File: config.mk
export PLATFORM = sky130hd
export DESIGN_NAME = ex_operand_stage
export DESIGN_NICKNAME = d
export VERILOG_FILES = /design/src/rtl/ex_operand_stage.sv
export SDC_FILE = /design/constraint.sdc
export NUM_CORES = 1
export LEC_CHECK = 0
export CORE_MARGIN = 5
export CORE_UTILIZATION = 30
export DETAILED_ROUTE_END_ITERATION = 8
export SLEW_MARGIN = 5
export SYNTH_ARGS = -nofsm -noshare
export SYNTH_HDL_FRONTEND = slang
export SYNTH_SLANG_ARGS = --single-unit
File: constraint.sdc
create_clock -name clk -period 11.4 [get_ports clk]
set_input_delay 1.14 -clock clk [delete_from_list [all_inputs] [get_ports clk]]
set_output_delay 1.14 -clock clk [all_outputs]
set_load 0.05 [all_outputs]
File: src/rtl/ex_operand_stage.sv
// ex_operand_stage: ID/EX pipeline register with MEM/WB operand forwarding and load-use detection.
// Define EX_FORWARD_EN to enable forwarding; without it, RAW hazards are resolved by stalling.
module ex_operand_stage #(
  parameter int WIDTH      = 32,
  parameter int ADDR_WIDTH = 5
) (
  input  logic                  clk,
  input  logic                  rst,
  input  logic                  StallE,
  input  logic                  FlushE,
  input  logic                  ValidD,
  input  logic [WIDTH-1:0]      RD1D,
  input  logic [WIDTH-1:0]      RD2D,
  input  logic [WIDTH-1:0]      PCD,
  input  logic [WIDTH-1:0]      ImmExtD,
  input  logic [ADDR_WIDTH-1:0] Rs1D,
  input  logic [ADDR_WIDTH-1:0] Rs2D,
  input  logic [ADDR_WIDTH-1:0] RdD,
  input  logic [3:0]            ALUctrlD,
  input  logic                  ALUsrcAD,
  input  logic                  ALUsrcBD,
  input  logic                  RegWriteD,
  input  logic                  MemReadD,
  input  logic [ADDR_WIDTH-1:0] RdM,
  input  logic                  RegWriteM,
  input  logic [WIDTH-1:0]      ALUResultM,
  input  logic [ADDR_WIDTH-1:0] RdW,
  input  logic                  RegWriteW,
  input  logic [WIDTH-1:0]      ResultW,
  output logic [WIDTH-1:0]      SrcAE,
  output logic [WIDTH-1:0]      SrcBE,
  output logic [3:0]            ALUctrlE,
  output logic [WIDTH-1:0]      WriteDataE,
  output logic [ADDR_WIDTH-1:0] RdE,
  output logic                  RegWriteE,
  output logic                  MemReadE,
  output logic                  ValidE,
  output logic                  LoadUseStall
);
  logic [WIDTH-1:0]      rd1_q, rd2_q, pc_q, imm_q, fwd_a, fwd_b;
  logic [ADDR_WIDTH-1:0] rs1_q, rs2_q, rd_q;
  logic [3:0]            alu_ctrl_q;
  logic                  src_a_q, src_b_q, reg_write_q, mem_read_q, valid_q;
  logic                  rs1_hit_e, rs2_hit_e;

  always_ff @(posedge clk or posedge rst) begin
    if (rst) begin
      rd1_q       <= '0;
      rd2_q       <= '0;
      pc_q        <= '0;
      imm_q       <= '0;
      rs1_q       <= '0;
      rs2_q       <= '0;
      rd_q        <= '0;
      alu_ctrl_q  <= '0;
      src_a_q     <= 1'b0;
      src_b_q     <= 1'b0;
      reg_write_q <= 1'b0;
      mem_read_q  <= 1'b0;
      valid_q     <= 1'b0;
    end else if (FlushE) begin
      valid_q     <= 1'b0;
      reg_write_q <= 1'b0;
      mem_read_q  <= 1'b0;
      rd_q        <= '0;
      alu_ctrl_q  <= '0;
    end else if (!StallE) begin
      rd1_q       <= RD1D;
      rd2_q       <= RD2D;
      pc_q        <= PCD;
      imm_q       <= ImmExtD;
      rs1_q       <= Rs1D;
      rs2_q       <= Rs2D;
      rd_q        <= RdD;
      alu_ctrl_q  <= ALUctrlD;
      src_a_q     <= ALUsrcAD;
      src_b_q     <= ALUsrcBD;
      reg_write_q <= RegWriteD;
      mem_read_q  <= MemReadD;
      valid_q     <= ValidD;
    end
  end

  assign rs1_hit_e = (rd_q != '0) && (rd_q == Rs1D);
  assign rs2_hit_e = (rd_q != '0) && (rd_q == Rs2D);

`ifdef EX_FORWARD_EN
  always_comb begin
    fwd_a = (RegWriteM && RdM != '0 && RdM == rs1_q) ? ALUResultM :
            (RegWriteW && RdW != '0 && RdW == rs1_q) ? ResultW : rd1_q;
    fwd_b = (RegWriteM && RdM != '0 && RdM == rs2_q) ? ALUResultM :
            (RegWriteW && RdW != '0 && RdW == rs2_q) ? ResultW : rd2_q;
  end
  assign LoadUseStall = valid_q & mem_read_q & (rs1_hit_e | rs2_hit_e);
`else
  logic unused_fwd;
  assign unused_fwd = ^{rs1_q, rs2_q, ALUResultM, RdW, RegWriteW, ResultW};
  assign fwd_a = rd1_q;
  assign fwd_b = rd2_q;
  // Without forwarding, any in-flight producer in E or M must hold the consumer in D.
  assign LoadUseStall = (valid_q & reg_write_q & (rs1_hit_e | rs2_hit_e)) |
                        (RegWriteM & (RdM != '0) & ((RdM == Rs1D) | (RdM == Rs2D)));
`endif

  assign SrcAE      = src_a_q ? pc_q : fwd_a;
  assign SrcBE      = src_b_q ? imm_q : fwd_b;
  assign WriteDataE = fwd_b;
  assign ALUctrlE   = alu_ctrl_q;
  assign RdE        = rd_q;
  assign RegWriteE  = reg_write_q & valid_q;
  assign MemReadE   = mem_read_q & valid_q;
  assign ValidE     = valid_q;
endmodule

==> run_results.csv <==
group,metric,value,unit
run_status,status,"finished clean",
setup_path,reg2reg_to,"src_a_q$_DFFE_PP0P_",
clock_tree,hold_buffers,0,
synthesis,synth_top_area_share,52.3,%
min_path,whs_path_depth,1,
timing,worst_hold_slack,0.504,ns
cells_and_area,regArea,0.00355,sq mm
timing,rsz0062_at_grt,"false",
placement,port_buffers,270,
clock_tree,clk_path_buf_depth,2,
clock_tree,cts.sinks,142,
synthesis,ys_ff_latch,142,
synthesis,async_flop_share,100,%
placement,gp_congestion,0.883,
synthesis,yosys_warnings,0,
floorplan,ioPinCount,341,
detailed_routing,vias,4424,
power_and_ir_drop,power,1.91,mW
timing,min_period,4.32,ns
cells_and_area,utilization,45.8,%
setup_path,path_cells,"clkdlybuf4s50_1 > xor2_1 > nor3_1 > a22oi_1 > o22ai_1 > clkdlybuf4s50_1",
synthesis,ys_types,17,
setup_path,crit_path_frequent_cell,"clkdlybuf4s50_1",
grt,grt_max_degree,74,
setup_path,crit-reg2reg-launch,"src_a_q$_DFFE_PP0P_",
setup_path,cp_data_arrival_time,3.18,ns
power_and_ir_drop,clock_power_share,32.0,%
floorplan,core,0.0225,sq mm
timing,finClkSkew,0,ns
setup_path,critPathLaunchType,"input port",
timing,finalWorstSetupSlack,7.08,ns
detailed_routing,first_iter_violations,145,
timing,maxSlewViolCount,0,
power_and_ir_drop,pwr-share-comb,35.4,%
timing,slew_headroom,27.8,%
detailed_routing,drt-vias-per-instance,4.46,
setup_path,path_buf_inv,2,
grt,grt.overflow.total,0,
floorplan,die_area,0.0258,sq mm
cells_and_area,multiInputGateArea,0.00301,sq mm
setup_path,critical_path.top_delay_family,"buffers and inverters",
grt,antenna_found_initial,1,
setup_path,crit_fanout,2,
placement,dp_slack,7.08,ns
cells_and_area,layout-drive-gt1-share,32.6,%
detailed_routing,postRouteAntennaNets,0,
setup_path,required,10.26,ns
timing,worst_pin_slew,1.08,ns
clock_tree,tritoncts,"built",
power_and_ir_drop,power.density,185,mW/mm^2
setup_path,slowest_delay,0.84,ns
clock_tree,clk_latency,0.40,ns
clock_tree,h-tree-depth,4,
grt,grt_use_total,14.0,%
timing,fin_crit_sh,37.9,%
grt,grt_pass1_wl,28900,um
synthesis,synth_area_per_cell,16.0,sq um
timing,setup_violations,0,
job,cap_violations,0,
synthesis,synth_nets,656,
synthesis,synth_commonest_cells,"dfrtp_1 (142), mux2_4 (100), mux2_2 (94)",
clock_tree,cts_resized,0,
setup_path,cp-end-kind,"output port",
synthesis,yosysSeqAreaShare,52.3,%
cells_and_area,num-fill-cells,1999,
detailed_routing,drcViolationCount,0,
detailed_routing,totalWireLength,18100,um
synthesis,synth_most_common_cell,"dfrtp_1",
floorplan,start_util,30.2,%
cells_and_area,area_delta_synth_final,51.7,%
timing,hold_violations,0,
min_path,worstHoldPathType,"flop to flop",
synthesis,ys.flop_type,"dfrtp_1",
floorplan,die_x,160,um
timing,fmax,232,MHz
floorplan,fp.dieH,160,um
power_and_ir_drop,intPower,1.27,mW
synthesis,synthTopCellsByArea,"dfrtp_1 (52%), mux2_4 (22%), mux2_2 (16%)",
timing,setup_tns,0,ns
floorplan,rows,55,
setup_path,rr_worst_depth,2,
min_path,hold_end,"imm_q[0]$_DFFE_PP0P_",
power_and_ir_drop,seq_power_share,32.6,%
clock_tree,postCtsSetupRepairBufs,0,
cells_and_area,fin_nets,925,
power_and_ir_drop,p_sw,0.641,mW
min_path,min-delay-start,"imm_q[0]$_DFFE_PP0P_",
placement,hpwl,13100,um
power_and_ir_drop,p_sw_share,33.6,%
clock_tree,clk_pin_slew_worst_paths,0.06,ns
clock_tree,cts_root_buf,"clkbuf_16",
grt,grt_pass1_vias,5098,
power_and_ir_drop,cellLeakagePower,4.40,nW
clock_tree,cts_made_buffers,17,
synthesis,synth.cell_area,0.00679,sq mm
synthesis,synth_edf_count,0,
detailed_routing,post_drt_wl_per_cell,18.3,um
power_and_ir_drop,ir_drop,82.8,uV
synthesis,yosysTopAreaCell,"dfrtp_1",
setup_path,criticalPathCategory,"input port to output port",
setup_path,slowest_stage,"clkdlybuf4s50_1",
synthesis,synth_cells,424,
setup_path,r2r_slack,9.85,ns
detailed_routing,first_pass_iters,4,
-- metrics by stage --
stage	instance area, sq um	cells
floorplan	6790	424
global placement	9660	959
detailed placement	9660	959
CTS	10300	990
global route	10300	991
finish	10300	991
-- flip-flops by register name (all words and copies together) (netlist names), 4 cells and up --
| register | count |
|---|---|
| fwd_a | 32 |
| RdE | 5 |
| imm_q | 32 |
| WriteDataE | 32 |
| pc_q | 32 |
| ALUctrlE | 4 |
-- power groups by stage --
stage          combinational [mW]  clock (mW)  sequential (mW)
6_report                    0.676       0.612            0.623
5_1_grt                     0.706       0.654            0.632
4_1_cts                     0.685       0.631            0.623
3_5_place_dp                0.682           0            0.630
3_3_place_gp                0.677           0            0.627
2_1_floorplan               0.394           0            0.681
-- how the worst max path moves through the flow --
stage / startpoint / endpoint / slack [ns] / cells after the start
2_1_floorplan: rst / ALUctrlE[0]$_DFFE_PP0P_ / 6.45 / 1
3_3_place_gp: RdM[1] / LoadUseStall / 7.09 / 5
3_5_place_dp: Rs2D[4] / LoadUseStall / 7.08 / 6
4_1_cts: Rs2D[4] / LoadUseStall / 7.07 / 6
5_1_grt: RdM[0] / LoadUseStall / 7.02 / 6
6_report: Rs2D[4] / LoadUseStall / 7.08 / 6
-- routing by layer --
layer	track usage, %	share of wire (%)	up-vias	routed length [um]
met5	0	0	-	0
met4	4.65	2.0	0	354
met3	5.23	7.4	21	1330
met2	23.0	48	166	8740
met1	17.1	42	2203	7660
li1	-	-	2034	-
-- cell families after synthesis --
logic type                synth area share [%]
AOI/OAI and AO/OA                        0.460
muxes                                     39.4
buffers and inverters                     3.46
and+or+nand+nor                           1.75
xor gates and xnor gates                  2.58
DFF                                       52.3
-- layout make-up --
type                       instances  share of cell area, %
sequential                       142                   34.5
multi-input combinational        256                   29.2
timing repair buffer             275                   26.6
clock buffer                      19                   4.20
tap                              285                   3.46
clock inverter                    12                   2.02
inverter                           1                 0.0850
antenna                            1                 0.0243
-- layout by cell type (no fill, tap or decap), types with 2 or more instances in the layout --
master,n
clkbuf_1,2
a22oi_1,2
xor2_1,20
buf_4,5
clkbuf_16,17
or4_1,2
inv_6,5
clkdlybuf4s50_1,270
clkinvlp_4,3
mux2_4,100
o21ai_0,2
nor2_1,16
mux2_2,94
dfrtp_1,142
and2_1,2
bufinv_16,5
mux2i_1,12
nor3_1,4
Note: power is estimated with default switching activity, not from simulation.
